$ cat config.mk
export PLATFORM = sky130hd
export DESIGN_NAME = fft_pair_serializer
export DESIGN_NICKNAME = d
export VERILOG_FILES = /design/src/rtl/fft_stream_pkg.sv /design/src/rtl/sfifo.sv /design/src/rtl/fft_pair_serializer.sv
export SDC_FILE = /design/constraint.sdc
export NUM_CORES = 2
export LEC_CHECK = 0
export CELL_PAD_IN_SITES_DETAIL_PLACEMENT = 0
export CELL_PAD_IN_SITES_GLOBAL_PLACEMENT = 1
export CORE_MARGIN = 2
export CORE_UTILIZATION = 50
export CTS_CLUSTER_SIZE = 25
export DETAILED_ROUTE_END_ITERATION = 16
export PLACE_DENSITY = 0.76
export SLEW_MARGIN = 20
export SYNTH_ARGS = -nofsm -noshare
export SYNTH_HDL_FRONTEND = slang
export SYNTH_HIERARCHICAL = 1
export SYNTH_SLANG_ARGS = --single-unit
$ cat constraint.sdc
create_clock -name i_clk -period 6.6 [get_ports i_clk]
set_input_delay 0.99 -clock i_clk [delete_from_list [all_inputs] [get_ports i_clk]]
set_output_delay 0.99 -clock i_clk [all_outputs]
set_load 0.01 [all_outputs]
$ cat src/rtl/fft_stream_pkg.sv
// rtl/fft_stream_pkg.sv - shared widths and rounding helper for FFT output streams
//
// Purpose: default component widths/frame sizes and the round-half-to-even
//          with positive clamp used when narrowing FFT output components.
// Layout : a complex sample is {real, imag}; real occupies the upper half.

package fft_stream_pkg;

   localparam int IWIDTH_DEF = 21;
   localparam int OWIDTH_DEF = 16;
   localparam int LGSIZE_DEF = 11;
   localparam int LGFIFO_DEF = 5;

   // Drops 'drop' LSBs from a sign-extended value, rounding half to even.
   // Only a positive carry can leave the 'ow'-bit range, so only the top clamps.
   function automatic logic signed [63:0] round_half_even(
      input logic signed [63:0] x,
      input int                 drop,
      input int                 ow
   );
      logic signed [63:0] t;
      logic signed [63:0] rem;
      logic signed [63:0] half;
      logic signed [63:0] r;
      logic signed [63:0] maxv;
      t    = x >>> drop;
      rem  = x - (t <<< drop);
      half = 64'sd1 <<< (drop - 1);
      r    = t;
      if ((rem > half) || ((rem == half) && t[0]))
         r = t + 64'sd1;
      maxv = (64'sd1 <<< (ow - 1)) - 64'sd1;
      if (r > maxv)
         r = maxv;
      return r;
   endfunction

endpackage

$ cat src/rtl/sfifo.sv
// rtl/sfifo.sv - synchronous show-ahead FIFO
//
// Purpose: single-clock FIFO of 2^LGFLEN words; o_data shows the head word.
// Ports  : i_clk, i_reset (sync, active-high), i_wr/i_data push,
//          i_rd pop, o_empty, o_full, o_data (head word).
//          A write while full is accepted only together with a read.

module sfifo #(
   parameter int BW     = 8,
   parameter int LGFLEN = 5
) (
   input  logic          i_clk,
   input  logic          i_reset,
   input  logic          i_wr,
   input  logic [BW-1:0] i_data,
   input  logic          i_rd,
   output logic          o_empty,
   output logic          o_full,
   output logic [BW-1:0] o_data
);

   logic [BW-1:0]   r_mem [0:(1<<LGFLEN)-1];
   logic [LGFLEN:0] r_wptr;
   logic [LGFLEN:0] r_rptr;
   logic            w_do_wr;
   logic            w_do_rd;

   // Extra pointer MSB distinguishes full from empty.
   assign o_empty = (r_wptr == r_rptr);
   assign o_full  = (r_wptr[LGFLEN] != r_rptr[LGFLEN]) &&
                    (r_wptr[LGFLEN-1:0] == r_rptr[LGFLEN-1:0]);
   assign w_do_rd = i_rd && !o_empty;
   assign w_do_wr = i_wr && (!o_full || w_do_rd);
   assign o_data  = r_mem[r_rptr[LGFLEN-1:0]];

   always_ff @(posedge i_clk) begin
      if (w_do_wr)
         r_mem[r_wptr[LGFLEN-1:0]] <= i_data;
   end

   always_ff @(posedge i_clk) begin
      if (i_reset) begin
         r_wptr <= '0;
         r_rptr <= '0;
      end else begin
         if (w_do_wr)
            r_wptr <= r_wptr + 1'b1;
         if (w_do_rd)
            r_rptr <= r_rptr + 1'b1;
      end
   end

endmodule

$ cat src/rtl/fft_pair_serializer.sv
// rtl/fft_pair_serializer.sv - serializes rounded FFT output pairs onto a valid/ready stream
//
// Purpose: locks to the FFT frame sync, rounds each component IWIDTH->OWIDTH,
//          buffers pairs in a FIFO and emits one complex sample per beat with
//          frame first/last flags.
// Ports  : i_clk, i_reset (sync, active-high)
//          i_ce, i_left, i_right, i_sync      - input pair stream {real,imag}
//          o_valid, i_ready, o_data           - output sample stream {real,imag}
//          o_first, o_last                    - frame sample 0 / 2^LGSIZE-1
//          o_locked                           - first sync seen
//          o_overflow                         - sticky, a pair was dropped

module fft_pair_serializer
   import fft_stream_pkg::*;
#(
   parameter int IWIDTH = IWIDTH_DEF,
   parameter int OWIDTH = OWIDTH_DEF,
   parameter int LGSIZE = LGSIZE_DEF,
   parameter int LGFIFO = LGFIFO_DEF
) (
   input  logic                i_clk,
   input  logic                i_reset,
   input  logic                i_ce,
   input  logic [2*IWIDTH-1:0] i_left,
   input  logic [2*IWIDTH-1:0] i_right,
   input  logic                i_sync,
   output logic                o_valid,
   input  logic                i_ready,
   output logic [2*OWIDTH-1:0] o_data,
   output logic                o_first,
   output logic                o_last,
   output logic                o_locked,
   output logic                o_overflow
);

   localparam int                EW      = 4*OWIDTH + 1;
   localparam logic [LGSIZE-1:0] CNT_MAX = '1;

   function automatic logic [OWIDTH-1:0] rnd(input logic [IWIDTH-1:0] c);
      logic signed [63:0] r;
      r = round_half_even(64'(signed'(c)), IWIDTH - OWIDTH, OWIDTH);
      return r[OWIDTH-1:0];
   endfunction

   logic                r_locked;
   logic                r_rvalid;
   logic                r_rsync;
   logic [2*OWIDTH-1:0] r_rleft;
   logic [2*OWIDTH-1:0] r_rright;
   logic                r_overflow;
   logic                r_valid;
   logic                r_half;
   logic [2*OWIDTH-1:0] r_right;
   logic [LGSIZE-1:0]   r_count;

   logic                w_accept;
   logic                w_wr;
   logic                w_rd;
   logic                w_empty;
   logic                w_full;
   logic [EW-1:0]       w_fifo_q;
   logic                w_beat;
   logic                w_load;
   logic [LGSIZE-1:0]   w_cnt_next;

   assign w_accept   = i_ce && (i_sync || r_locked);
   assign w_beat     = r_valid && i_ready;
   // Load when idle, or when the right half is leaving on this beat.
   assign w_load     = !w_empty && (!r_valid || (w_beat && r_half));
   assign w_rd       = w_load;
   assign w_wr       = r_rvalid && (!w_full || w_rd);
   assign w_cnt_next = r_count + 1'b1;

   assign o_valid    = r_valid;
   assign o_locked   = r_locked;
   assign o_overflow = r_overflow;

   // Lock, rounding stage and sticky overflow.
   always_ff @(posedge i_clk) begin
      if (i_reset) begin
         r_locked   <= 1'b0;
         r_rvalid   <= 1'b0;
         r_rsync    <= 1'b0;
         r_rleft    <= '0;
         r_rright   <= '0;
         r_overflow <= 1'b0;
      end else begin
         if (i_ce && i_sync)
            r_locked <= 1'b1;
         r_rvalid <= w_accept;
         if (w_accept) begin
            r_rsync  <= i_sync;
            r_rleft  <= {rnd(i_left[2*IWIDTH-1:IWIDTH]),  rnd(i_left[IWIDTH-1:0])};
            r_rright <= {rnd(i_right[2*IWIDTH-1:IWIDTH]), rnd(i_right[IWIDTH-1:0])};
         end
         if (r_rvalid && w_full && !w_rd)
            r_overflow <= 1'b1;
      end
   end

   sfifo #(
      .BW     (EW),
      .LGFLEN (LGFIFO)
   ) u_fifo (
      .i_clk   (i_clk),
      .i_reset (i_reset),
      .i_wr    (w_wr),
      .i_data  ({r_rsync, r_rleft, r_rright}),
      .i_rd    (w_rd),
      .o_empty (w_empty),
      .o_full  (w_full),
      .o_data  (w_fifo_q)
   );

   // Output stage: left half on load, right half after the left beat.
   // r_count is the frame index of the sample currently on o_data.
   always_ff @(posedge i_clk) begin
      if (i_reset) begin
         r_valid <= 1'b0;
         r_half  <= 1'b0;
         r_right <= '0;
         r_count <= '0;
         o_data  <= '0;
         o_first <= 1'b0;
         o_last  <= 1'b0;
      end else if (w_load) begin
         r_valid <= 1'b1;
         r_half  <= 1'b0;
         o_data  <= w_fifo_q[4*OWIDTH-1:2*OWIDTH];
         r_right <= w_fifo_q[2*OWIDTH-1:0];
         if (w_fifo_q[EW-1]) begin
            // Tagged entry resynchronizes the frame after any drops.
            r_count <= '0;
            o_first <= 1'b1;
            o_last  <= 1'b0;
         end else begin
            r_count <= w_cnt_next;
            o_first <= 1'b0;
            o_last  <= (w_cnt_next == CNT_MAX);
         end
      end else if (w_beat) begin
         if (!r_half) begin
            r_half  <= 1'b1;
            o_data  <= r_right;
            r_count <= w_cnt_next;
            o_first <= 1'b0;
            o_last  <= (w_cnt_next == CNT_MAX);
         end else begin
            r_valid <= 1'b0;
            o_first <= 1'b0;
            o_last  <= 1'b0;
         end
      end
   end

endmodule

==> results.yml <==
timing:
  tightest_slew_ps: 1134
  max_freq_mhz: 207.0
  finalSetupTns_ps: 0
  final-setup-viol-count: 0
  slew_violations: 0
  timing.hold.ws_ps: 453.9
  setup_ws_ps: 1770
  finClkSkew_ps: 50.34
  min_period_ps: 4830
  timing.final.hold_violations: 0
  final_min_period_over_clock_period_pct: 73.18
  rsz0062_at_grt: "false"
  max-slew-margin-rel_pct: 24.40
grt:
  antenna_found_initial: 3
  congestion_overflow_gr: 0
  grt_first_pass_wirelength_um: 306100
  grt_start_max_net_pins: 119
  globalRouteTotalUtil_pct: 24.34
  first_global_vias: 42510
clocking:
  resized_cells_post_cts: 0
  cts_post_setup_buffers_inserted: 0
  clock_sink_count: 2244
  clock_tree.htree_level_count: 4
  clock_tree.root_cell: "clkbuf_16"
  cts_buffer_depth: 3
  clk_pin_slew_worst_paths_ps: 60
  ctsHoldBuffers: 0
  worstSkewPairLatency_ps: 850
  tritoncts: "yes"
  cts_buffers: 217
synthesis:
  syn-num-nets: 4176
  area_of_the_mapped_netlist_mm2: 0.08677
  synth.lib_cells_used.distinct: 61
  synth-edff-count: 2080
  yosysSeqAreaShare_pct: 75.76
  synth-warning-count: 6
  async_reset_ff_share_pct: 0
  synth_largest_area_cell: "edfxtp_1"
  syn_area_per_cell_um2: 21.29
  yosys_register_bits: 2244
  dominantRegCellSynth: "edfxtp_1"
  synth_top_area_share_pct: 71.98
  synthesis.instances: 4076
  yosys-top-cells-area: "edfxtp_1 (72%), mux4_2 (15%), dfxtp_1 (3.8%)"
floorplan:
  die-area_mm2: 0.1769
  die_width_um: 420.6
  num_rows: 152
  dieHeight_um: 420.6
  top_level_ports: 126
  initial_core_util_pct: 50.47
  core_area_mm2: 0.1719
drt:
  route.detailed.wl_per_inst_um: 31.24
  drt_first_pass_iters: 5
  drt-total-wl_um: 213300
  vias_per_cell: 6.252
  drc: 0
  overall_via_count_from_detail_route: 42690
  antenna_violating_nets_post_route: 0
  drt_first_iter_violations: 4881
finish:
  post-route-util_pct: 57.35
  area_delta_synth_final_pct: 13.63
  postLayoutCellArea_mm2: 0.09860
  fin_nets: 4428
  fillCellCount: 12480
  multi_input_comb_area_mm2: 0.02016
  leading_cell_type_in_the_layout_fill_and_taps_excluded: "edfxtp_1"
  seq_area_mm2: 0.06579
  layout.cells.most_common_list: "edfxtp_1 (2080), mux4_2 (576), clkbuf_16 (223), nor2_1 (158), dfxtp_1 (134)"
  share_of_layout_cells_above_drive_strength_1_pct: 27.13
power_and_ir_drop:
  clock_power_share_pct: 42.1
  cell_internal_pwr_uw: 23160
  p_sw_uw: 6073
  share_seq_of_total_power_pct: 54.4
  vdd_drop_max_v: 0.0002553
  p_per_area_mw_per_mm2: 296.5
  cellLeakagePower_uw: 0.03042
  combPwrFrac_pct: 3.5
  switching_share_pct: 20.77
place:
  port_buffers: 125
  placement.cell_area_mm2: 0.09144
  gp_congestion: 0.7801
  post-dp-hpwl_um: 120300
  dpl_worst_slack_ps: 1313
critical_path:
  worstSetupEndpointType: "flip-flop"
  critical_path.reg2reg.startpoint: "u_fifo/r_wptr[2]$_SDFFE_PP0P_"
  critical_path_class: "flip-flop to flip-flop"
  worst-path-max-fanout: 41
  rrSetupSlack_ps: 1770
  timing.reg2reg.worst_path_depth: 8
  crit_arrival_ps: 5300
  cp.required_ps: 7070
  element_type_at_the_critical_path_start: "flip-flop"
  rr_endpoint: "u_fifo/r_mem[11][60]$_DFFE_PP_"
worst_hold_path:
  worst_hold_startpoint: "i_reset"
  hold_path_class: "input pin to flip-flop"
  whs_path_depth: 2
status:
  run_status: "finished clean"
flow_run:
  max_cap_violations: 0
==> cell type report <==
cell class	count	area share, %
diodes	4	0.01015
clock buffers	271	5.852
clock inverters	135	1.378
inverters	18	0.07106
multi-input cells	1587	20.44
flip-flops and latches	2244	66.73
well taps	2310	2.931
repair buffers	260	2.587
==> power by group through the flow <==
stage	logic [uW]	registers [uW]	clock network (uW)
final	1030	15900	12300
after floorplan	497	16200	0
after global routing	1110	15900	13000
after detailed placement	1040	16200	0
after CTS	1050	15900	12500
after global placement	1020	16200	0
==> critical path, cell delays in order, from the launching register on <==
cell and delay [ps]:
dfxtp_1 550, xor2_1 320, nor2_1 160, and3_1 250, or2_4 390, a21boi_0 480, o211ai_2 520, nor2_4 930
buf_4 770
==> flip-flops by register name, indices dropped and copies added, names as in the netlist, named ones only <==
| register | cells |
|---|---|
| o_data | 32 |
| o_first | 1 |
| o_last | 1 |
| o_locked | 1 |
| o_overflow | 1 |
| o_valid | 1 |
| r_count | 11 |
| r_half | 1 |
| r_right | 32 |
| r_rleft | 32 |
| r_rright | 32 |
| r_rsync | 1 |
| r_rvalid | 1 |
| u_fifo/r_mem | 2080 |
| u_fifo/r_rptr | 6 |
| u_fifo/r_wptr | 6 |
==> layer usage <==
| layer | up-vias | part of all wire (%) | track usage, % |
|---|---|---|---|
| met4 | 0 | 2.4 | 6.154 |
| li1 | 17560 | - | - |
| met3 | 242 | 7.3 | 3.735 |
| met2 | 1868 | 51 | 40.63 |
| met5 | - | 0 | 0 |
| met1 | 23020 | 40 | 33.87 |
==> per-stage QoR <==
step,power (uW),instances
after detailed placement,17260,6419
after floorplan,16710,4076
after CTS,29440,6825
final,29240,6829
after global routing,30040,6826
after global placement,17230,6418
==> cells in the mapped netlist, drive strengths merged, types with 46 or more instances <==
library cell / n
a21oi: 70
mux4: 576
nand2: 115
clkbuf: 100
buf: 127
a311oi: 46
mux2i: 114
edfxtp: 2080
a211oi: 60
dfxtp: 164
nor2: 189
mux2: 103
==> kinds of logic after synthesis <==
| logic type | share of synthesized area [%] |
|---|---|
| AND/OR/NAND/NOR | 2.177 |
| buffers and inverters | 1.305 |
| flip-flops | 75.76 |
| AO/OA/AOI/OAI | 2.347 |
| adder cells (fa/ha/maj) | 0.1586 |
| multiplexers | 17.60 |
| XOR/XNOR | 0.6460 |
==> worst max path at each step <==
| stage | slack (ps) | endpoint | from | cells past startpoint |
|---|---|---|---|---|
| after global placement | 1300 | u_fifo/r_mem[11][4]$_DFFE_PP_ | i_ready | 8 |
| after detailed placement | 1310 | u_fifo/r_mem[15][31]$_DFFE_PP_ | i_ready | 9 |
| after floorplan | 480 | u_fifo/r_mem[30][0]$_DFFE_PP_ | u_fifo/r_wptr[3]$_SDFFE_PP0P_ | 12 |
| after CTS | 1830 | u_fifo/r_mem[11][60]$_DFFE_PP_ | u_fifo/r_wptr[2]$_SDFFE_PP0P_ | 9 |
| final | 1770 | u_fifo/r_mem[11][60]$_DFFE_PP_ | u_fifo/r_wptr[2]$_SDFFE_PP0P_ | 8 |
| after global routing | 1530 | u_fifo/r_mem[11][5]$_DFFE_PP_ | u_fifo/r_wptr[2]$_SDFFE_PP0P_ | 9 |
(Power assumes the default switching activity.)
